### src/rtl/mem_arbiter.sv
// ---------------------------------------------------------------------------
// mem_arbiter
//
// Shares the single DataMem access port between the pipeline MEM stage
// (priority owner, never waits unless forced) and one secondary bus master
// (UART loader / DMA engine) on a req/ack handshake.
//
// The DMA master normally takes cycles in which the CPU makes no access.
// If the CPU keeps the port busy, a bounded-wait counter forces a single
// DMA cycle, and the MEM stage is stalled for that one cycle.
//
// Ports
//   clk, reset_b                     clock, async active-low reset
//   cpu_rd/cpu_wr/cpu_addr/cpu_wdata MEM-stage access request
//   cpu_rdata                        load data back to MEM stage
//   cpu_stall                        hold MEM and earlier stages this cycle
//   dma_req/dma_we/dma_addr/dma_wdata DMA request, held until dma_ack
//   dma_ack                          one-cycle pulse: access done this cycle
//   dma_err                          with dma_ack: address rejected
//   dma_rdata                        registered data of the last DMA read
//   mem_rd/mem_wr/mem_addr/mem_wdata to DataMem
//   mem_rdata                        from DataMem (combinational read)
// ---------------------------------------------------------------------------
module mem_arbiter #(
  parameter int unsigned MAX_WAIT       = 8,             // >= 1
  parameter logic [31:0] DMA_ADDR_LIMIT = 32'h4000_0000
) (
  input  logic        clk,
  input  logic        reset_b,
  // MEM stage
  input  logic        cpu_rd,
  input  logic        cpu_wr,
  input  logic [31:0] cpu_addr,
  input  logic [31:0] cpu_wdata,
  output logic [31:0] cpu_rdata,
  output logic        cpu_stall,
  // secondary master
  input  logic        dma_req,
  input  logic        dma_we,
  input  logic [31:0] dma_addr,
  input  logic [31:0] dma_wdata,
  output logic        dma_ack,
  output logic        dma_err,
  output logic [31:0] dma_rdata,
  // DataMem port
  output logic        mem_rd,
  output logic        mem_wr,
  output logic [31:0] mem_addr,
  output logic [31:0] mem_wdata,
  input  logic [31:0] mem_rdata
);

  localparam int unsigned          WAIT_W    = $clog2(MAX_WAIT + 1);
  localparam logic [WAIT_W-1:0]    WAIT_LAST = WAIT_W'(MAX_WAIT - 1);
  localparam logic [WAIT_W-1:0]    WAIT_SAT  = WAIT_W'(MAX_WAIT);

  typedef enum logic {
    CPU_OWN = 1'b0,
    DMA_OWN = 1'b1
  } state_t;

  state_t            state, state_next;
  logic [WAIT_W-1:0] wait_cnt, wait_cnt_next;
  logic              cpu_idle;
  logic              dma_ok;

  assign cpu_idle  = !cpu_rd && !cpu_wr;
  // Peripheral space is off limits to the DMA master.
  assign dma_ok    = (dma_addr < DMA_ADDR_LIMIT);
  // The MEM stage only consumes this when it is not stalled.
  assign cpu_rdata = mem_rdata;

  // NOTE: sequential state uses non-blocking assignments so every register
  // samples the values from before the edge, independent of block order.
  always_ff @(posedge clk or negedge reset_b) begin
    if (!reset_b) begin
      state     <= CPU_OWN;
      wait_cnt  <= '0;
      dma_rdata <= '0;
    end else begin
      state    <= state_next;
      wait_cnt <= wait_cnt_next;
      // Only an accepted read updates the data register; rejected reads
      // and writes leave the last read value in place.
      if (state == DMA_OWN && !dma_we && dma_ok) begin
        dma_rdata <= mem_rdata;
      end
    end
  end

  // NOTE: every signal written here gets a default first, so no path can
  // leave a value unassigned and infer a latch.
  always_comb begin
    state_next    = state;
    wait_cnt_next = wait_cnt;
    mem_rd        = cpu_rd;
    mem_wr        = cpu_wr;
    mem_addr      = cpu_addr;
    mem_wdata     = cpu_wdata;
    cpu_stall     = 1'b0;
    dma_ack       = 1'b0;
    dma_err       = 1'b0;

    case (state)
      CPU_OWN: begin
        if (!dma_req) begin
          wait_cnt_next = '0;
        end else if (cpu_idle || wait_cnt == WAIT_LAST) begin
          // Steal an idle slot, or force the grant once the wait bound
          // is reached.
          state_next    = DMA_OWN;
          wait_cnt_next = '0;
        end else if (wait_cnt != WAIT_SAT) begin
          wait_cnt_next = wait_cnt + WAIT_W'(1);
        end
      end

      DMA_OWN: begin
        // Single cycle, so at least one CPU slot separates DMA grants.
        state_next    = CPU_OWN;
        wait_cnt_next = '0;
        mem_addr      = dma_addr;
        mem_wdata     = dma_wdata;
        mem_wr        = dma_we && dma_ok;
        mem_rd        = !dma_we && dma_ok;
        dma_ack       = 1'b1;
        dma_err       = !dma_ok;
        // The CPU access is held off one cycle and never reaches DataMem.
        cpu_stall     = cpu_rd || cpu_wr;
      end

      default: begin
        state_next = CPU_OWN;
      end
    endcase
  end

endmodule

### config.mk
export PLATFORM = sky130hd
export DESIGN_NAME = mem_arbiter
export DESIGN_NICKNAME = d
export VERILOG_FILES = /design/src/rtl/mem_arbiter.sv
export SDC_FILE = /design/constraint.sdc
export NUM_CORES = 1
export LEC_CHECK = 0
export CAP_MARGIN = 20
export CORE_AREA = 2 2 115 117
export CTS_CLUSTER_SIZE = 30
export DETAILED_ROUTE_END_ITERATION = 8
export DIE_AREA = 0 0 117 119
export PLACE_DENSITY = 0.67
export SETUP_SLACK_MARGIN = 0.3
export SKIP_LAST_GASP = 1
export SYNTH_ARGS = -nofsm -noshare
export SYNTH_HDL_FRONTEND = slang
export SYNTH_SLANG_ARGS = --single-unit
### constraint.sdc
create_clock -name clk -period 2.5 [get_ports clk]
set_clock_uncertainty 0.15 [all_clocks]
set_input_delay 0.625 -clock clk [delete_from_list [all_inputs] [get_ports clk]]
set_output_delay 0.625 -clock clk [all_outputs]
set_load 0.005 [all_outputs]
==> results.py <==
metrics = {
    "global_route": {
        "grt_max_degree": 33,
        "grt-ovfl-total": 0,
        "antenna_found_initial": 2,
        "track_usage_pct": 15.7,
        "grt_pass1_vias": 2962,
        "grt_pass1_wl_um": 16400,
    },
    "cts": {
        "cts_root_buf": "clkbuf_16",
        "clkSinkCount": 37,
        "clk_latency_ps": 270,
        "htree_levels": 2,
        "clk_pin_slew_ps": 60,
        "cts_tree": "yes",
        "clock_path_buffers": 2,
        "cts_buffers": 5,
    },
    "route": {
        "drc": 0,
        "firstDrtPassIters": 3,
        "wl_um": 11900,
        "wl_per_cell_um": 17.6,
        "antenna_left": 0,
        "via_per_inst": 4.09,
        "via_count": 2763,
        "initialDrtViolationCount": 61,
    },
    "layout": {
        "drive_gt1_share_pct": 38.1,
        "mostFrequentLayoutCells": "clkdlybuf4s50_1, mux2_2, dlygate4sd2_1, dfrtp_1, buf_2",
        "num-nets-final": 666,
        "final_common_cell": "clkdlybuf4s50_1",
        "synthToLayoutAreaGrowth_pct": 134,
    },
    "sta": {
        "rsz0062_at_grt": "true",
        "hold_violations": 0,
        "fmax_ghz": 0.417,
        "tightest_slew_ps": 513,
        "slew_headroom_pct": 65.8,
        "min_period_over_period_pct": 96.0,
        "maxSlewViolCount": 0,
        "setup_viol": 0,
        "fin_crit_ps": 2400,
        "finalSetupTns_ps": 0,
    },
    "job": {
        "cap_violations": 0,
    },
    "die": {
        "die_area_um2": 13900,
        "core_um2": 12900,
        "initial_utilization_pct": 19.4,
        "die_w_um": 117,
        "pin_count": 299,
        "rows": 42,
        "die_h_um": 119,
    },
    "yosys": {
        "async_flop_share_pct": 100,
        "synth-seq-cells": 37,
        "synth_top_area_cell": "mux2_2",
        "yosysTopAreaCellShare_pct": 42.4,
        "yosys_warnings": 0,
        "yosys-top-cells-area": "mux2_2, dfrtp_1, buf_4",
        "synth_edf_count": 0,
        "syn_nets": 373,
        "synth-seq-area-share_pct": 37.1,
        "postSynth.topFlopCell": "dfrtp_1",
        "synth_cell_types": 25,
        "syn-cell-area_um2": 2500,
        "synth.avg_cell_area_um2": 12.2,
        "synthCells": 205,
    },
    "power": {
        "finalPower_mw": 2.48,
        "ir_worst_vdd_mv": 0.392,
        "power.leakage_nw": 2.57,
        "pwr_density_cell_nw_per_um2": 424,
    },
    "place": {
        "place_hpwl_um": 9400,
        "gp_congestion": 0.772,
        "numPortBuffers": 298,
    },
    "worst_setup_path": {
        "cp-end-kind": "output port",
        "worstPathMaxFanout": 7,
        "worst_setup_path_start_kind": "flop",
        "worstPathRequired_ps": 1730,
        "cp.arrival_ps": 1620,
        "path_class": "reg -> out",
    },
    "status": {
        "status": "completed",
    },
    "worst_hold_path": {
        "hold_path.class": "in -> async",
    },
}
-- kinds of logic after synthesis --
kind of cell | Yosys count | synth area share (%)
XOR/XNOR | 2 | 0.702
multiplexers | 98 | 44.1
AND/OR/NAND/NOR | 15 | 3.41
flip-flops | 37 | 37.1
AO/OA/AOI/OAI | 5 | 1.30
buffers and inverters | 46 | 12.4
adder cells (fa/ha/maj) | 2 | 1.00
-- worst max-delay path, cell delays in order (launching register included) --
cell and delay [ps]:
dfrtp_2 430, buf_12 150, buf_12 130, buf_12 120, buf_16 130, mux2_2 270
buf_6 120
-- power breakdown --
| part | switching [mW] | leakage (nW) | internal (mW) |
|---|---|---|---|
| clock | 0.236 | 0.0841 | 0.498 |
| sequential | 0.0583 | 0.473 | 0.709 |
| combinational | 0.283 | 2.02 | 0.697 |
| total | 0.578 | 2.57 | 1.90 |
-- through the flow --
stage | worst slack, ps | cell area, um2 | hold slack [ps] | std cells | util [%]
floorplan | 384 | 2500 | 179 | 205 | -
global placement | -426 | 5470 | 321 | 643 | 42.5
detailed placement | -419 | 5470 | 328 | 643 | 42.5
CTS | 99.6 | 5780 | 181 | 669 | 44.9
global route | 60.8 | 5850 | 204 | 676 | 45.4
finish | 100 | 5850 | 160 | 676 | 45.4
-- synth_stat cells (2+ instances only) --
library cell and instances:
buf_1 2, buf_2 4, buf_4 35, dfrtp_1 37, ha_1 2, inv_1 3, mux2_1 2, mux2_2 94
mux2i_1 2, nand3_1 2, nor2_1 8
-- sequential cells by signal, summed over array words and instances, names as in the netlist --
signal	cells
dma_rdata	32
wait_cnt	4
state	1
-- cell type report --
cell class                      instances  area (um2)
Sequential cell                        37         927
Clock buffer                            7         143
Tap cell                              176         220
Multi-Input combinational cell        122        1310
Clock inverter                          1        30.0
Antenna cell                            1        2.50
Timing Repair Buffer                  328        3200
Inverter                                4        15.0
Fill cell                            1259        7020
-- per-layer routing --
layer	share of wire (%)	routed length, um	global-route usage, %
met1	36	4290	16.1
met5	0.11	13	0
met3	12	1390	6.21
met4	1.8	217	4.34
met2	50	5970	28.9
-- path summary, 6_finish.rpt --
check	start	endpoint	slack, ps	depth (start not counted)
setup / recovery	state	mem_wdata[19]	100	6
hold / removal	reset_b	dma_rdata[26]	160	1
setup reg to reg	state	dma_rdata[8]	640	5
hold reg to reg	dma_rdata[14]	dma_rdata[14]	340	1
max in group asynchronous	reset_b	dma_rdata[10]	1420	2
min in group clk	dma_rdata[14]	dma_rdata[14]	340	1
-- what timing repair did --
item,CTS,global route
gates resized for setup,295,24
endpoints found under the hold margin,0,0
buffers inserted,13,6
pin swaps,1,1
hold buffers,0,0
cloned,5,0
setup endpoints to repair,133,65
Power figures use the tool's default switching activity.
